--- config.mk ---
export PLATFORM = sky130hd
export DESIGN_NAME = fetch_queue
export DESIGN_NICKNAME = d
export VERILOG_FILES = /design/src/rtl/fetch_queue_pkg.sv /design/src/rtl/fq_ring.sv /design/src/rtl/fetch_queue.sv
export SDC_FILE = /design/constraint.sdc
export NUM_CORES = 1
export LEC_CHECK = 0
export BUFFER_PORTS_ARGS = -buffer_cell sky130_fd_sc_hd__buf_2
export CAP_MARGIN = 25
export CORE_MARGIN = 5
export CORE_UTILIZATION = 60
export DETAILED_ROUTE_END_ITERATION = 6
export PLACE_DENSITY = 0.82
export SETUP_SLACK_MARGIN = 0.15
export SKIP_CTS_REPAIR_TIMING = 1
export SLEW_MARGIN = 5
export SYNTH_ARGS = -nofsm -noshare
export SYNTH_HDL_FRONTEND = slang
export SYNTH_HIERARCHICAL = 1
export SYNTH_SLANG_ARGS = --single-unit
export TNS_END_PERCENT = 10
--- constraint.sdc ---
create_clock -name clk -period 9.7 [get_ports clk]
set_input_delay 2.425 -clock clk [delete_from_list [all_inputs] [get_ports clk]]
set_output_delay 2.425 -clock clk [all_outputs]
set_load 0.005 [all_outputs]
--- src/rtl/fetch_queue_pkg.sv ---
// Shared pipeline definitions: fetch FSM encoding and datapath widths.
package fetch_queue_pkg;

  localparam int INSTR_W = 32;
  localparam int ADDR_W  = 32;

  typedef enum logic [1:0] {
    IDLE    = 2'd0,
    REQ     = 2'd1,
    DISCARD = 2'd2
  } fq_state_e;

endpackage

--- src/rtl/fq_ring.sv ---
// Circular instruction buffer: storage, read/write pointers and occupancy count.
module fq_ring #(
  parameter int DEPTH  = 4,
  parameter int DATA_W = 64
) (
  input  logic                   clk,
  input  logic                   rst_n,
  input  logic                   ce,
  input  logic                   clear,
  input  logic                   push,
  input  logic [DATA_W-1:0]      push_data,
  input  logic                   pop,
  output logic [DATA_W-1:0]      head_data,
  output logic [$clog2(DEPTH):0] count
);

  localparam int PW = $clog2(DEPTH);
  localparam int CW = PW + 1;
  localparam logic [CW-1:0] FULL_CNT = CW'(DEPTH);

  logic [DATA_W-1:0] mem [DEPTH];
  logic [PW-1:0]     rd_ptr;
  logic [PW-1:0]     wr_ptr;
  logic              do_pop;
  logic              do_push;

  // A push into a full ring is only accepted when the head leaves in the same cycle.
  assign do_pop    = pop && (count != '0);
  assign do_push   = push && ((count != FULL_CNT) || do_pop);
  assign head_data = mem[rd_ptr];

  always_ff @(posedge clk or negedge rst_n) begin
    if (!rst_n) begin
      rd_ptr <= '0;
      wr_ptr <= '0;
      count  <= '0;
    end else if (ce) begin
      if (clear) begin
        rd_ptr <= '0;
        wr_ptr <= '0;
        count  <= '0;
      end else begin
        if (do_push) wr_ptr <= wr_ptr + 1'b1;
        if (do_pop)  rd_ptr <= rd_ptr + 1'b1;
        case ({do_push, do_pop})
          2'b10:   count <= count + 1'b1;
          2'b01:   count <= count - 1'b1;
          default: count <= count;
        endcase
      end
    end
  end

  // Storage is data only and carries no reset.
  always_ff @(posedge clk) begin
    if (ce && do_push && !clear) mem[wr_ptr] <= push_data;
  end

endmodule

--- src/rtl/fetch_queue.sv ---
// Instruction fetch unit: single-outstanding memory fetch FSM feeding a ring of decoded-ready words.
module fetch_queue
  import fetch_queue_pkg::*;
#(
  parameter int                DEPTH    = 4,
  parameter logic [ADDR_W-1:0] RESET_PC = 32'h0000_0000
) (
  input  logic               clk,
  input  logic               rst_n,
  input  logic               ce,
  output logic               mem_req,
  output logic [ADDR_W-1:0]  mem_addr,
  input  logic               mem_ack,
  input  logic [INSTR_W-1:0] mem_rdata,
  input  logic               redirect,
  input  logic [ADDR_W-1:0]  redirect_pc,
  input  logic               deq,
  output logic               inst_valid,
  output logic [INSTR_W-1:0] inst,
  output logic [ADDR_W-1:0]  inst_pc_plus4
);

  localparam int CW = $clog2(DEPTH) + 1;
  localparam logic [CW-1:0] FULL_CNT = CW'(DEPTH);

  fq_state_e                  state, state_n;
  logic [ADDR_W-1:0]          fetch_pc, fetch_pc_n;
  logic                       mem_req_n;
  logic [ADDR_W-1:0]          mem_addr_n;
  logic                       push;
  logic                       clear;
  logic                       pop;
  logic [CW-1:0]              count;
  logic [INSTR_W+ADDR_W-1:0]  head_data;
  logic                       slot_free;
  logic                       unused_pc_lsb;

  assign slot_free     = count < FULL_CNT;
  assign pop           = deq && inst_valid;
  assign inst_valid    = count != '0;
  assign inst          = head_data[INSTR_W+ADDR_W-1:ADDR_W];
  assign inst_pc_plus4 = head_data[ADDR_W-1:0];
  assign unused_pc_lsb = ^redirect_pc[1:0];

  fq_ring #(
    .DEPTH  (DEPTH),
    .DATA_W (INSTR_W + ADDR_W)
  ) u_ring (
    .clk       (clk),
    .rst_n     (rst_n),
    .ce        (ce),
    .clear     (clear),
    .push      (push),
    .push_data ({mem_rdata, fetch_pc + ADDR_W'(4)}),
    .pop       (pop),
    .head_data (head_data),
    .count     (count)
  );

  always_ff @(posedge clk or negedge rst_n) begin
    if (!rst_n) begin
      state    <= IDLE;
      fetch_pc <= RESET_PC;
      mem_req  <= 1'b0;
      mem_addr <= RESET_PC;
    end else if (ce) begin
      state    <= state_n;
      fetch_pc <= fetch_pc_n;
      mem_req  <= mem_req_n;
      mem_addr <= mem_addr_n;
    end
  end

  // A redirect flushes the ring in every state; an in-flight request is allowed to
  // complete in DISCARD so the bus handshake is never broken.
  always_comb begin
    state_n    = state;
    fetch_pc_n = fetch_pc;
    mem_req_n  = mem_req;
    mem_addr_n = mem_addr;
    push       = 1'b0;
    clear      = redirect;
    if (redirect) fetch_pc_n = {redirect_pc[ADDR_W-1:2], 2'b00};
    case (state)
      IDLE: begin
        if (!redirect && slot_free) begin
          state_n    = REQ;
          mem_req_n  = 1'b1;
          mem_addr_n = fetch_pc;
        end
      end
      REQ: begin
        if (mem_ack) begin
          state_n   = IDLE;
          mem_req_n = 1'b0;
          if (!redirect) begin
            push       = 1'b1;
            fetch_pc_n = fetch_pc + ADDR_W'(4);
          end
        end else if (redirect) begin
          state_n = DISCARD;
        end
      end
      DISCARD: begin
        if (mem_ack) begin
          state_n   = IDLE;
          mem_req_n = 1'b0;
        end
      end
      default: begin
        state_n   = IDLE;
        mem_req_n = 1'b0;
      end
    endcase
  end

endmodule
==> impl_metrics.json, run 1 <==
{
  "worstSkewPairLatency_ps": 540,
  "fin_crit_sh": 0.545,
  "power_mw": 3.52,
  "async_flop_share": 0.224,
  "yosys.area.top_type": "edfxtp_1",
  "min_path_type": "flip-flop to flip-flop",
  "initial_utilization": 0.602,
  "globalplace.congestion": 0.834,
  "synth_top_area_frac": 0.569,
  "pin_count": 168,
  "r2r-start": "state[1]",
  "clock-sinks": 330,
  "groute.usage.overall": 0.218,
  "maxSlewViolCount": 0,
  "synthFlopType": "edfxtp_1",
  "core_um2": 22400,
  "leakage_nw": 5.46,
  "grt_pass1_wl_um": 44300,
  "holdPathStages": 1,
  "hpwl_um": 17000,
  "worstHoldStart": "mem_addr[13]",
  "finalSetupTns_ps": 0,
  "r2r-end": "u_ring/mem[1][42]",
  "max_clock_freq_mhz": 189,
  "maxCapViolCount": 0,
  "syn_inst": 767,
  "syn_area_um2": 13500,
  "rsz0062_at_grt": "false",
  "cts.path.max_buffers": 3,
  "path_buf_inv": 2,
  "root_buffer": "clkbuf_16",
  "period_minus_slack_ps": 5290,
  "avgViaCountPerCell": 6.19,
  "syn_avg_cell_area_um2": 17.6,
  "setup_violations": 0,
  "critPathTopFamily": "buffers and inverters",
  "critPathCaptureType": "primary output",
  "yosys_register_bits": 330,
  "layout-drive-gt1-share": 0.338,
  "synth_nets": 846,
  "first_pass_iters": 5,
  "antenna_left": 0,
  "antennaDiodeCount": 0,
  "hold_ws_ps": 506,
  "fin_util": 0.691,
  "hold_end": "mem_addr[13]",
  "post_drt_wl_per_cell_um": 22.4,
  "p_per_area_nw_per_um2": 227,
  "reg2reg_slack_ps": 6140,
  "worst_slew_pin_slew_ps": 1020,
  "cpPeakStageDelay_ps": 760,
  "portBuffers": 165,
  "numCtsBuffers": 31,
  "cp_cell_sequence": "buf_4, mux4_2, buf_2",
  "overflow": 0,
  "yosysUniqueCellTypes": 67,
  "syn_to_final_growth_pct": 14.7,
  "grt_pass1_vias": 7897,
  "max-vdd-ir-drop_uv": 194,
  "drtIter0Drc": 775,
  "start_kind": "flip-flop",
  "status": "complete, no violations",
  "htree_levels": 1,
  "place_inst": 1178,
  "crit_required_ps": 7280,
  "ys_seq_area_frac": 0.706,
  "drc_errors": 0,
  "cp.arrival_ps": 2860,
  "setup.worst_path.class": "flip-flop to primary output",
  "netlist_top_cells_area": "edfxtp_1 57%, dfrtp_1 14%, mux4_2 11%",
  "die_w_um": 160,
  "finalNetCount": 1006,
  "synth_edf_count": 256,
  "crit_fanout": 42,
  "num_vias": 7624,
  "rows": 55,
  "die_h_um": 160,
  "yosysWarnings": 6,
  "finalHoldViolCount": 0,
  "grt_max_degree": 75,
  "die_area_um2": 25600,
  "cp_slowest_cell": "dfrtp_4",
  "rr_worst_depth": 9,
  "fin_worst_skew_ps": 18.5,
  "antenna_found_initial": 0,
  "drt_wl_total_um": 27600,
  "relSlewSlack": 0.320,
  "stdcell_count": 1231,
  "clk_pin_slew_ps": 60,
  "tritoncts": "yes"
}
==> metal layers <==
metal	track usage	wire (um)	up-vias
li1	-	-	3369
met1	0.321	11600	3858
met2	0.343	13300	351
met3	0.0343	2010	46
met4	0.0669	697	0
met5	0	0	-
==> worst reg2reg max path: stages, from the launching register on <==
cell and delay, ps:
dfrtp_1 380, inv_1 110, ha_1 230, and2_1 330, nand2_1 230, clkinv_1 330, nand2_1 140, a31oi_2 270
and2b_1 250, and2_4 830
==> metrics by stage <==
stage	area (um^2)	setup WS [ps]
3_5_place_dp	14500	3950
2_1_floorplan	13500	4110
4_1_cts	15500	4300
6_report	15500	4410
5_1_grt	15500	4150
3_3_place_gp	14500	3990
==> cell families after synthesis <==
| logic type | count (synthesis) | synth area share |
|---|---|---|
| adder cells (fa/ha/maj) | 9 | 0.00889 |
| flip-flops | 330 | 0.706 |
| AO/OA/AOI/OAI | 97 | 0.0493 |
| AND/OR/NAND/NOR | 142 | 0.0570 |
| XOR/XNOR | 30 | 0.0194 |
| multiplexers | 102 | 0.138 |
| buffers and inverters | 57 | 0.0218 |
==> worst max path at each step <==
stage	endpoint	depth (start not counted)	from
2_1_floorplan	u_ring/mem[0][0]	9	mem_ack
3_3_place_gp	u_ring/mem[0][20]	8	redirect
3_5_place_dp	u_ring/mem[1][33]	8	redirect
4_1_cts	inst_pc_plus4[0]	3	u_ring/rd_ptr[0]
5_1_grt	inst_pc_plus4[0]	3	u_ring/rd_ptr[0]
6_report	inst_pc_plus4[0]	3	u_ring/rd_ptr[0]
==> registers in the layout, indices dropped and copies added (netlist names) <==
name / flops
u_ring/rd_ptr: 2
u_ring/count: 3
mem_addr: 32
fetch_pc: 32
u_ring/mem: 256
state: 2
mem_req: 1
u_ring/wr_ptr: 2
==> placed cells by master, fill, tap and decap left out, types with 5 or more instances in the layout <==
| master | n |
|---|---|
| a22oi_1 | 5 |
| or3_1 | 5 |
| inv_1 | 14 |
| xor2_1 | 11 |
| and2_1 | 7 |
| mux2_2 | 32 |
| and3_1 | 6 |
| mux2i_1 | 6 |
| nor3_1 | 10 |
| o31ai_1 | 5 |
| clkinv_1 | 7 |
| nor2_1 | 23 |
| nand4_1 | 9 |
| o21ai_0 | 18 |
| nand3_1 | 15 |
| a311oi_1 | 7 |
| mux4_2 | 64 |
| xnor2_1 | 19 |
| clkbuf_16 | 31 |
| edfxtp_1 | 256 |
| a21oi_1 | 19 |
| o22ai_1 | 10 |
| a211oi_1 | 5 |
| ha_1 | 8 |
| buf_2 | 164 |
| dfrtp_1 | 72 |
| clkbuf_1 | 8 |
| nand2_1 | 34 |
==> where the power goes <==
group / total, mW / internal, mW / switching, mW
registers: 1.78 / 1.66 / 0.116
clock network: 1.16 / 0.686 / 0.477
logic: 0.572 / 0.284 / 0.288
total: 3.52 / 2.63 / 0.881
==> Yosys cell counts, types with 4 or more instances <==
| library cell | number |
|---|---|
| nand4_1 | 9 |
| ha_1 | 8 |
| a211oi_1 | 5 |
| xnor2_1 | 19 |
| mux2i_1 | 6 |
| buf_2 | 9 |
| edfxtp_1 | 256 |
| dfrtp_1 | 74 |
| clkbuf_1 | 21 |
| a311oi_1 | 7 |
| mux4_2 | 64 |
| nand3_1 | 16 |
| inv_1 | 14 |
| mux2_2 | 32 |
| nor2_1 | 23 |
| a22oi_1 | 5 |
| nand2_1 | 34 |
| o31ai_1 | 5 |
| and3_1 | 6 |
| nor3_1 | 10 |
| o22ai_1 | 10 |
| or3_1 | 5 |
| nand3b_1 | 4 |
| and2_1 | 11 |
| o21ai_0 | 18 |
| xor2_1 | 11 |
| a21oi_1 | 19 |
==> area by class of cell <==
type	count	area (um^2)
Clock inverter	13	161
Tap cell	285	357
Multi-Input combinational cell	380	3700
Sequential cell	330	9540
Fill cell	1443	6940
Timing Repair Buffer	168	871
Clock buffer	39	806
Inverter	16	60.1
No activity file was read; power rests on OpenSTA's default activity.
==> inputs of run 2 (changes only) <==
- CORE_UTILIZATION: 60 -> 58
- PLACE_DENSITY: 0.82 -> 0.8
- clock period: 9.7 -> 5.29 ns (I/O delays scaled with it)
==> impl_metrics.json, run 2 (same netlist as run 1, synthesis figures left out) <==
{
  "status": "complete, no violations",
  "dpl_worst_slack_ps": 1220,
  "first_pass_iters": 6,
  "cp_slowest_cell": "dfrtp_4",
  "antenna_left": 0,
  "multi_input_area_um2": 3700,
  "most-common-layout-cells": "256 x edfxtp_1, 164 x buf_2, 72 x dfrtp_1",
  "fin_util": 0.693,
  "clk_pin_slew_ps": 60,
  "clock-sinks": 330,
  "drc_errors": 0,
  "drt_wl_total_um": 27800,
  "period_minus_slack_ps": 3870,
  "seq_area_um2": 9540,
  "rsz0062_at_grt": "false",
  "rr_worst_depth": 9,
  "hold_end": "mem_addr[4]",
  "tritoncts": "yes",
  "setup.worst_path.class": "flip-flop to primary output",
  "grt_max_degree": 75,
  "cts.path.max_buffers": 3,
  "fin_area_um2": 15800,
  "antenna_found_initial": 0,
  "worst_slew_pin_slew_ps": 1030,
  "initial_utilization": 0.593,
  "num_vias": 7579,
  "worstSkewPairLatency_ps": 500,
  "core_um2": 22800,
  "fin_crit_sh": 0.732,
  "die_w_um": 163,
  "finalSetupTns_ps": 0,
  "regMostFlops": "u_ring/mem",
  "p_per_area_nw_per_um2": 428,
  "die_h_um": 163,
  "globalplace.congestion": 0.881,
  "pin_count": 168,
  "post_drt_wl_per_cell_um": 21.8,
  "hpwl_um": 17000,
  "crit_required_ps": 3970,
  "grt_pass1_wl_um": 43600,
  "path_buf_inv": 2,
  "antennaDiodeCount": 0,
  "max_clock_freq_mhz": 258,
  "htree_levels": 2,
  "worst_slack_ps": 1420,
  "finalHoldViolCount": 0,
  "place_area_um2": 14600,
  "setup_violations": 0,
  "power_mw": 6.75,
  "place_inst": 1210,
  "reg2reg_slack_ps": 1910,
  "avgViaCountPerCell": 5.95,
  "start_kind": "flip-flop",
  "layout-drive-gt1-share": 0.351,
  "maxSlewViolCount": 0,
  "drtIter0Drc": 619,
  "cp.arrival_ps": 2550,
  "finalNetCount": 1014,
  "max-vdd-ir-drop_uv": 323,
  "r2r-end": "u_ring/mem[3][63]",
  "largest_reg_flops": 256,
  "numCtsBuffers": 35,
  "critPathCaptureType": "primary output",
  "relSlewSlack": 0.314,
  "holdPathStages": 1,
  "cpPeakStageDelay_ps": 1020,
  "largestRegisters": "u_ring/mem: 256 flops, fetch_pc: 32 flops, mem_addr: 32 flops",
  "nFillCells": 1472,
  "portBuffers": 165,
  "groute.usage.overall": 0.212,
  "leakage_nw": 5.60,
  "r2r-start": "state[1]",
  "min_path_type": "flip-flop to flip-flop",
  "cp_cell_sequence": "buf_12, mux4_2, buf_2",
  "grt_pass1_vias": 7811,
  "syn_to_final_growth_pct": 16.7,
  "hold_ws_ps": 500,
  "stdcell_count": 1274,
  "fin_worst_skew_ps": 15.2,
  "maxCapViolCount": 0,
  "mostFrequentLayoutCell": "edfxtp_1",
  "crit_fanout": 43,
  "root_buffer": "clkbuf_16",
  "critPathTopFamily": "flip-flops",
  "worstHoldStart": "mem_addr[4]",
  "die_area_um2": 26500,
  "overflow": 0,
  "rows": 55
}
-- run 2: how the worst max path moves through the flow --
stage | start | endpoint | slack (ps) | depth (start not counted)
2_1_floorplan | mem_ack | u_ring/mem[0][0] | 800 | 9
3_3_place_gp | mem_ack | u_ring/mem[3][35] | 1260 | 8
3_5_place_dp | mem_ack | u_ring/mem[0][35] | 1220 | 8
4_1_cts | u_ring/rd_ptr[0] | inst_pc_plus4[11] | 1320 | 3
5_1_grt | u_ring/rd_ptr[0] | inst[17] | 1210 | 3
6_report | u_ring/rd_ptr[0] | inst[17] | 1420 | 3
-- run 2: power breakdown --
part | internal, mW | total [mW] | switching, mW
Combinational | 0.530 | 1.05 | 0.519
Clock | 1.49 | 2.43 | 0.935
Sequential | 3.05 | 3.28 | 0.224
Total | 5.07 | 6.75 | 1.68
-- run 2: layout make-up --
cell class	count	share of cell area
repair buffers	172	0.0579
clock inverters	16	0.00991
clock buffers	47	0.0642
well taps	313	0.0248
flip-flops and latches	330	0.605
multi-input cells	380	0.234
inverters	16	0.00381
-- run 2: layer usage --
layer | track usage | up-vias | share of wire
met5 | 0 | - | 0
met4 | 0.0549 | 0 | 0.019
met3 | 0.0420 | 48 | 0.081
met2 | 0.335 | 358 | 0.48
met1 | 0.309 | 3782 | 0.42
li1 | - | 3391 | -
